==> config.mk <==
export PLATFORM = sky130hd
export DESIGN_NAME = can_frame_tail_sequencer_flat
export DESIGN_NICKNAME = d
export VERILOG_FILES = /design/src/rtl/can_pkg.sv /design/src/rtl/can_frame_tail_sequencer_if.sv /design/src/rtl/can_bit_counter.sv /design/src/rtl/can_frame_tail_sequencer.sv /design/src/flat_wrapper.sv
export SDC_FILE = /design/constraint.sdc
export NUM_CORES = 1
export LEC_CHECK = 0
export BUFFER_PORTS_ARGS = -buffer_cell sky130_fd_sc_hd__buf_2
export CORE_MARGIN = 5
export CORE_UTILIZATION = 55
export DETAILED_ROUTE_END_ITERATION = 16
export PLACE_DENSITY = 0.74
export SLEW_MARGIN = 20
export SYNTH_ARGS = -nofsm -noshare
export SYNTH_HDL_FRONTEND = slang
export SYNTH_SLANG_ARGS = --single-unit
export TNS_END_PERCENT = 100
==> constraint.sdc <==
create_clock -name clk_i -period 4.4 [get_ports clk_i]
set_input_delay 0.66 -clock clk_i [delete_from_list [all_inputs] [get_ports clk_i]]
set_output_delay 0.66 -clock clk_i [all_outputs]
set_load 0.05 [all_outputs]
==> src/rtl/can_pkg.sv <==
// Shared types and constants for the CAN frame-tail sequencer.
package can_pkg;

    typedef enum logic [2:0] {
        P_NONE,
        P_EOF,
        P_INTER,
        P_IDLE,
        P_FLAG,
        P_WAIT_REC,
        P_DELIM,
        P_INTEG
    } phase_t;

    typedef enum logic {
        K_ERROR    = 1'b0,
        K_OVERLOAD = 1'b1
    } kind_t;

    localparam int EOF_BITS   = 7;
    localparam int INTER_BITS = 3;
    localparam int FLAG_BITS  = 6;
    localparam int DELIM_BITS = 8;
    localparam int IDLE_BITS  = 11;

endpackage

==> src/rtl/can_frame_tail_sequencer_if.sv <==
// Protocol-FSM <-> frame-tail sequencer signal bundle.
interface can_frame_tail_sequencer_if;

    logic reset_mode_i;
    logic sample_point_i;
    logic sampled_bit_i;
    logic integrating_i;
    logic is_eof_i;
    logic is_inter_i;
    logic is_idle_i;
    logic is_error_frame_i;
    logic is_overload_frame_i;
    logic go_rx_inter_o;
    logic go_rx_idle_o;
    logic go_rx_id1_o;
    logic go_error_frame_o;
    logic go_overload_frame_o;
    logic overload_frame_ended_o;
    logic bus_free_o;
    logic tx_dominant_o;

    modport master (
        output reset_mode_i, sample_point_i, sampled_bit_i,
        output integrating_i, is_eof_i, is_inter_i, is_idle_i,
        output is_error_frame_i, is_overload_frame_i,
        input  go_rx_inter_o, go_rx_idle_o, go_rx_id1_o,
        input  go_error_frame_o, go_overload_frame_o,
        input  overload_frame_ended_o, bus_free_o, tx_dominant_o
    );

    modport slave (
        input  reset_mode_i, sample_point_i, sampled_bit_i,
        input  integrating_i, is_eof_i, is_inter_i, is_idle_i,
        input  is_error_frame_i, is_overload_frame_i,
        output go_rx_inter_o, go_rx_idle_o, go_rx_id1_o,
        output go_error_frame_o, go_overload_frame_o,
        output overload_frame_ended_o, bus_free_o, tx_dominant_o
    );

endinterface

==> src/rtl/can_bit_counter.sv <==
// Saturating bit counter with clear, enable and terminal-count compare.
module can_bit_counter #(
    parameter int CNT_W = 4
) (
    input  logic             clk_i,
    input  logic             rst_i,
    input  logic             clr,
    input  logic             en,
    input  logic [CNT_W-1:0] tc,
    output logic [CNT_W-1:0] cnt,
    output logic             tc_hit
);

    always_ff @(posedge clk_i or posedge rst_i) begin
        if (rst_i)
            cnt <= '0;
        else if (clr)
            cnt <= '0;
        else if (en && cnt != {CNT_W{1'b1}})
            cnt <= cnt + 1'b1;
    end

    assign tc_hit = (cnt == tc);

endmodule

==> src/rtl/can_frame_tail_sequencer.sv <==
// Bit sequencer for EOF, intermission, error/overload frames and bus integration.
module can_frame_tail_sequencer
    import can_pkg::*;
#(
    parameter int CNT_W = 4
) (
    input logic clk_i,
    input logic rst_i,
    can_frame_tail_sequencer_if.slave m
);

    localparam int B_INTER = 6;
    localparam int B_IDLE  = 5;
    localparam int B_ID1   = 4;
    localparam int B_ERR   = 3;
    localparam int B_OVL   = 2;
    localparam int B_OEND  = 1;
    localparam int B_FREE  = 0;

    localparam logic [CNT_W-1:0] TC_EOF   = CNT_W'(EOF_BITS - 1);
    localparam logic [CNT_W-1:0] TC_INTER = CNT_W'(INTER_BITS - 1);
    localparam logic [CNT_W-1:0] TC_FLAG  = CNT_W'(FLAG_BITS - 1);
    localparam logic [CNT_W-1:0] TC_DELIM = CNT_W'(DELIM_BITS - 1);
    localparam logic [CNT_W-1:0] TC_INTEG = CNT_W'(IDLE_BITS - 1);

    phase_t           phase_q, phase_d;
    kind_t            kind_q, kind_d;
    logic             tx_q, tx_d;
    logic [6:0]       pulse_q, pulse_d;
    logic [5:0]       flags, flags_q, rise;
    logic             cnt_clr, cnt_en, tc_hit, bit_v;
    logic [CNT_W-1:0] cnt, tc;

    assign flags = {m.is_error_frame_i, m.is_overload_frame_i, m.is_eof_i,
                    m.is_inter_i, m.is_idle_i, m.integrating_i};
    assign rise  = flags & ~flags_q;
    assign bit_v = m.sampled_bit_i;

    can_bit_counter #(.CNT_W(CNT_W)) u_cnt (
        .clk_i  (clk_i),
        .rst_i  (rst_i),
        .clr    (cnt_clr),
        .en     (cnt_en),
        .tc     (tc),
        .cnt    (cnt),
        .tc_hit (tc_hit)
    );

    always_comb begin
        tc = '0;
        unique case (phase_q)
            P_EOF:   tc = TC_EOF;
            P_INTER: tc = TC_INTER;
            P_FLAG:  tc = TC_FLAG;
            P_DELIM: tc = TC_DELIM;
            P_INTEG: tc = TC_INTEG;
            default: tc = '0;
        endcase
    end

    always_comb begin
        phase_d = phase_q;
        kind_d  = kind_q;
        tx_d    = tx_q;
        pulse_d = '0;
        cnt_clr = 1'b0;
        cnt_en  = 1'b0;
        if (m.reset_mode_i) begin
            phase_d = P_NONE;
            cnt_clr = 1'b1;
            tx_d    = 1'b0;
        end else if (|rise) begin
            // entry beats a coincident strobe; error/overload beat the rest
            cnt_clr = 1'b1;
            tx_d    = rise[5] | rise[4];
            if (rise[5]) begin
                phase_d = P_FLAG;
                kind_d  = K_ERROR;
            end else if (rise[4]) begin
                phase_d = P_FLAG;
                kind_d  = K_OVERLOAD;
            end else if (rise[3]) begin
                phase_d = P_EOF;
            end else if (rise[2]) begin
                phase_d = P_INTER;
            end else if (rise[1]) begin
                phase_d = P_IDLE;
            end else begin
                phase_d = P_INTEG;
            end
        end else if (m.sample_point_i) begin
            unique case (phase_q)
                P_EOF: begin
                    if (!bit_v) begin
                        pulse_d[tc_hit ? B_OVL : B_ERR] = 1'b1;
                        phase_d = P_NONE;
                    end else if (tc_hit) begin
                        pulse_d[B_INTER] = 1'b1;
                        phase_d = P_NONE;
                    end else begin
                        cnt_en = 1'b1;
                    end
                end
                P_INTER: begin
                    if (!bit_v) begin
                        pulse_d[tc_hit ? B_ID1 : B_OVL] = 1'b1;
                        phase_d = P_NONE;
                    end else if (tc_hit) begin
                        pulse_d[B_IDLE] = 1'b1;
                        phase_d = P_NONE;
                    end else begin
                        cnt_en = 1'b1;
                    end
                end
                P_IDLE: begin
                    if (!bit_v) begin
                        pulse_d[B_ID1] = 1'b1;
                        phase_d = P_NONE;
                    end
                end
                P_FLAG: begin
                    if (tc_hit) begin
                        tx_d    = 1'b0;
                        cnt_clr = 1'b1;
                        phase_d = P_WAIT_REC;
                    end else begin
                        cnt_en = 1'b1;
                    end
                end
                P_WAIT_REC: begin
                    // first recessive bit is delimiter bit 1
                    if (bit_v) begin
                        cnt_en  = 1'b1;
                        phase_d = P_DELIM;
                    end
                end
                P_DELIM: begin
                    if (!bit_v) begin
                        pulse_d[B_ERR] = 1'b1;
                        phase_d = P_FLAG;
                        kind_d  = K_ERROR;
                        tx_d    = 1'b1;
                        cnt_clr = 1'b1;
                    end else if (tc_hit) begin
                        pulse_d[B_INTER] = 1'b1;
                        pulse_d[B_OEND]  = (kind_q == K_OVERLOAD);
                        phase_d = P_NONE;
                    end else begin
                        cnt_en = 1'b1;
                    end
                end
                P_INTEG: begin
                    if (!bit_v) begin
                        cnt_clr = 1'b1;
                    end else if (tc_hit) begin
                        pulse_d[B_FREE] = 1'b1;
                        phase_d = P_NONE;
                    end else begin
                        cnt_en = 1'b1;
                    end
                end
                default: ;
            endcase
        end
    end

    always_ff @(posedge clk_i or posedge rst_i) begin
        if (rst_i) begin
            phase_q <= P_NONE;
            kind_q  <= K_ERROR;
            tx_q    <= 1'b0;
            pulse_q <= '0;
            flags_q <= '0;
        end else begin
            phase_q <= phase_d;
            kind_q  <= kind_d;
            tx_q    <= tx_d;
            pulse_q <= pulse_d;
            flags_q <= flags;
        end
    end

    assign m.go_rx_inter_o          = pulse_q[B_INTER];
    assign m.go_rx_idle_o           = pulse_q[B_IDLE];
    assign m.go_rx_id1_o            = pulse_q[B_ID1];
    assign m.go_error_frame_o       = pulse_q[B_ERR];
    assign m.go_overload_frame_o    = pulse_q[B_OVL];
    assign m.overload_frame_ended_o = pulse_q[B_OEND];
    assign m.bus_free_o             = pulse_q[B_FREE];
    assign m.tx_dominant_o          = tx_q;

endmodule

==> src/flat_wrapper.sv <==
// flat-port wrapper written by rule: the top's interface ports become plain ports
module can_frame_tail_sequencer_flat import can_pkg::*;
#(
    parameter int CNT_W = 4
)
  (clk_i, rst_i, m_reset_mode_i, m_sample_point_i, m_sampled_bit_i, m_integrating_i, m_is_eof_i, m_is_inter_i, m_is_idle_i, m_is_error_frame_i, m_is_overload_frame_i, m_go_rx_inter_o, m_go_rx_idle_o, m_go_rx_id1_o, m_go_error_frame_o, m_go_overload_frame_o, m_overload_frame_ended_o, m_bus_free_o, m_tx_dominant_o);
  can_frame_tail_sequencer_if m_i ();
  input logic clk_i;
  input logic rst_i;
  input wire logic [$bits(m_i.reset_mode_i)-1:0] m_reset_mode_i;
  input wire logic [$bits(m_i.sample_point_i)-1:0] m_sample_point_i;
  input wire logic [$bits(m_i.sampled_bit_i)-1:0] m_sampled_bit_i;
  input wire logic [$bits(m_i.integrating_i)-1:0] m_integrating_i;
  input wire logic [$bits(m_i.is_eof_i)-1:0] m_is_eof_i;
  input wire logic [$bits(m_i.is_inter_i)-1:0] m_is_inter_i;
  input wire logic [$bits(m_i.is_idle_i)-1:0] m_is_idle_i;
  input wire logic [$bits(m_i.is_error_frame_i)-1:0] m_is_error_frame_i;
  input wire logic [$bits(m_i.is_overload_frame_i)-1:0] m_is_overload_frame_i;
  output wire logic [$bits(m_i.go_rx_inter_o)-1:0] m_go_rx_inter_o;
  output wire logic [$bits(m_i.go_rx_idle_o)-1:0] m_go_rx_idle_o;
  output wire logic [$bits(m_i.go_rx_id1_o)-1:0] m_go_rx_id1_o;
  output wire logic [$bits(m_i.go_error_frame_o)-1:0] m_go_error_frame_o;
  output wire logic [$bits(m_i.go_overload_frame_o)-1:0] m_go_overload_frame_o;
  output wire logic [$bits(m_i.overload_frame_ended_o)-1:0] m_overload_frame_ended_o;
  output wire logic [$bits(m_i.bus_free_o)-1:0] m_bus_free_o;
  output wire logic [$bits(m_i.tx_dominant_o)-1:0] m_tx_dominant_o;
  assign m_i.reset_mode_i = m_reset_mode_i;
  assign m_i.sample_point_i = m_sample_point_i;
  assign m_i.sampled_bit_i = m_sampled_bit_i;
  assign m_i.integrating_i = m_integrating_i;
  assign m_i.is_eof_i = m_is_eof_i;
  assign m_i.is_inter_i = m_is_inter_i;
  assign m_i.is_idle_i = m_is_idle_i;
  assign m_i.is_error_frame_i = m_is_error_frame_i;
  assign m_i.is_overload_frame_i = m_is_overload_frame_i;
  assign m_go_rx_inter_o = m_i.go_rx_inter_o;
  assign m_go_rx_idle_o = m_i.go_rx_idle_o;
  assign m_go_rx_id1_o = m_i.go_rx_id1_o;
  assign m_go_error_frame_o = m_i.go_error_frame_o;
  assign m_go_overload_frame_o = m_i.go_overload_frame_o;
  assign m_overload_frame_ended_o = m_i.overload_frame_ended_o;
  assign m_bus_free_o = m_i.bus_free_o;
  assign m_tx_dominant_o = m_i.tx_dominant_o;
  can_frame_tail_sequencer #(.CNT_W(CNT_W)) u_core (.clk_i(clk_i), .rst_i(rst_i), .m(m_i));
endmodule
==> run_results.csv <==
group,metric,value,unit
global_route,use_met1,0.255,
die,coreArea,0.00248,mm2
status,status,"complete, no violations",
clock_network,cts_buffers,3,
logic_synthesis,ys_seq_elements,22,
global_route,grt.total_usage,0.190,
layout,finalNonFillerCells,200,
pwr,pwr_density_cell,282,mW/mm2
drt,post_drt_via_cell_ratio,6.10,
timing,min_period,2650,ps
logic_synthesis,muxShareOfSynthArea,0.0211,
layout,layout.nets,183,
logic_synthesis,avgSynthCellArea,9.00,um2
timing,tns,0,ps
drt,wl_per_cell,15.4,um
drt,firstDrtPassIters,4,
clock_network,post_cts_buffers,0,
logic_synthesis,synthAdderAreaFrac,0.00880,
clock_network,path_clk_slew,130,ps
timing,setup_viol,0,
clock_network,clock_path_buffers,2,
die,start_util,0.574,
timing,drv_slew,0,
clock_network,cts_resized,0,
place,hpwl,2240,um
logic_synthesis,synth_cell_types,51,
global_route,gr-total-overflow,0,
global_route,top_usage_layer,"met2",
logic_synthesis,synth_compound_area_frac,0.201,
layout,final_common_cell,"dfrtp_1",
die,ioPinCount,19,
timing,fin_skew,4.47,ps
pwr,ir_drop,0.000204,V
logic_synthesis,synth-simple-area-share,0.301,
logic_synthesis,async_flop_share,1.00,
drt,drt_iter0_drc,43,
clock_network,cts_max_level,1,
logic_synthesis,synth-xor-area-share,0.0185,
clock_network,tritoncts,"done",
clock_network,cts_sinks,22,
drt,drc,0,
logic_synthesis,ys_warn_count,0,
logic_synthesis,syn_inst,158,
drt,ant_nets,0,
setup_path,critPathMaxFanout,20,
logic_synthesis,synth_area,0.00142,mm2
setup_path,crit_type,"flop to flop",
layout,mostFrequentLayoutCells,"dfrtp_1, buf_2, nand2_1",
global_route,grt_pass1_wl,5340,um
timing,fmax,377,MHz
drt,wirelength,3070,um
setup_path,setup.worst_path.end_class,"flop",
logic_synthesis,synth_nets,170,
logic_synthesis,ys.flop_type,"dfrtp_1",
setup_path,start_kind,"flop",
layout,drive_above_1_share,0.194,
die,die_h,60.9,um
place,portBuffers,18,
timing,hold_violations,0,
logic_synthesis,synth_top_family_by_area,"simple AND/OR/NAND/NOR gates",
die,num_rows,18,
pwr,p_leak,0.000655,uW
layout,diodes,0,
timing,tightestPinTransition,829,ps
setup_path,crit_required,4600,ps
timing,max_slew_margin,0.447,
logic_synthesis,ys_seq_area_frac,0.387,
global_route,use_met3,0.0319,
layout,syn_to_final_growth,7.39,%
clock_network,clockRootBuffer,"clkbuf_4",
logic_synthesis,synth_edf_count,0,
global_route,met2_usage,0.304,
timing,finalCritPeriodShare,0.603,
setup_path,cp.arrival,2850,ps
place,post-place-cells,196,
run,maxCapViolCount,0,
clock_network,clkLatencyLatePin,320,ps
timing,grt_setup_unrepaired,"no",
drt,vias,1219,
min_path,hold_path.class,"primary input to flop",
global_route,antenna_found_initial,0,
die,die_w,60.9,um
place,finalWeightedCongestion,0.926,
die,die_area,0.00370,mm2
global_route,grt_start_max_net_pins,23,
clock_network,ctsHoldBuffers,0,
global_route,grt_pass1_vias,1184,
cells by family (layout without fill, tap and decap cells):
| family | Yosys count | in the layout |
|---|---|---|
| adder cells (fa/ha/maj) | 1 | 1 |
| multiplexers | 3 | 3 |
| AND/OR/NAND/NOR | 71 | 71 |
| AO/OA/AOI/OAI | 40 | 40 |
| flip-flops | 22 | 22 |
| XOR/XNOR | 3 | 3 |
| buffers and inverters | 18 | 30 |
layout make-up:
class	instances	area [um2]
fill	220	950
clock buffer	4	36.3
inverter	8	30.0
sequential	22	551
tap	30	37.5
timing repair buffer	18	90.1
multi-input combinational	118	783
critical path: stages (launching register included):
cell      delay [ps]
dfrtp_1          770
nand2_2          170
or4_4            530
nor2b_1          160
a221o_1          450
nor4_1           340
a211oi_1         100
power breakdown:
| part | switching [uW] | total [uW] | internal (uW) |
|---|---|---|---|
| Sequential | 13.9 | 223 | 209 |
| Clock | 67.7 | 118 | 50.6 |
| Combinational | 54.3 | 89.0 | 34.6 |
| Total | 136 | 431 | 295 |
metal layers:
| metal | share of wire | wire length, um |
|---|---|---|
| met4 | 0.014 | 43 |
| met5 | 0 | 0 |
| met3 | 0.062 | 192 |
| met2 | 0.49 | 1500 |
| met1 | 0.44 | 1340 |
state kept, by name (all words and copies together), names as in the netlist:
name and count:
u_core.phase_q 3, u_core.pulse_q 7, u_core.u_cnt.cnt 4, u_core.kind_q 1, u_core.flags_q 6, u_core.m.tx_dominant_o 1
cells in the mapped netlist (all sizes together) (2+ instances only):
| cell | number | share of area |
|---|---|---|
| a21o | 2 | 0.011 |
| a21oi | 12 | 0.045 |
| a31oi | 2 | 0.0088 |
| and2 | 4 | 0.018 |
| and3 | 3 | 0.013 |
| buf | 5 | 0.027 |
| clkbuf | 5 | 0.014 |
| dfrtp | 22 | 0.39 |
| inv | 8 | 0.021 |
| mux2i | 3 | 0.021 |
| nand2 | 14 | 0.039 |
| nand2b | 4 | 0.018 |
| nand3 | 4 | 0.014 |
| nand3b | 2 | 0.011 |
| nor2 | 9 | 0.024 |
| nor2b | 9 | 0.040 |
| nor3 | 6 | 0.025 |
| nor3b | 2 | 0.014 |
| nor4 | 4 | 0.028 |
| o21ai | 9 | 0.034 |
| o31ai | 4 | 0.021 |
| or3 | 3 | 0.013 |
| or4 | 4 | 0.026 |
| xnor2 | 2 | 0.012 |
metrics by stage:
step	hold slack, ps	area (um2)	total power [uW]	util	setup WS, ps
after global routing	435	1530	451	0.617	1570
after floorplan	440	1420	299	-	2000
final	447	1530	431	0.617	1750
after CTS	448	1530	430	0.617	1770
after global placement	460	1490	313	0.602	1830
after detailed placement	472	1490	315	0.602	1750
worst paths after layout:
| check | cells past startpoint | from | to | slack [ps] |
|---|---|---|---|---|
| min in group asynchronous | 2 | rst_i | u_core.u_cnt.cnt[1] | 480 |
| worst max-delay path | 6 | u_core.phase_q[2] | u_core.phase_q[2] | 1750 |
| worst min register to register | 2 | u_core.kind_q | u_core.kind_q | 500 |
| worst min-delay path | 1 | m_is_error_frame_i | u_core.flags_q[5] | 450 |
| worst max register to register | 6 | u_core.phase_q[2] | u_core.phase_q[2] | 1750 |
| max in group asynchronous | 2 | rst_i | u_core.phase_q[1] | 3410 |
(Power assumes the default switching activity.)
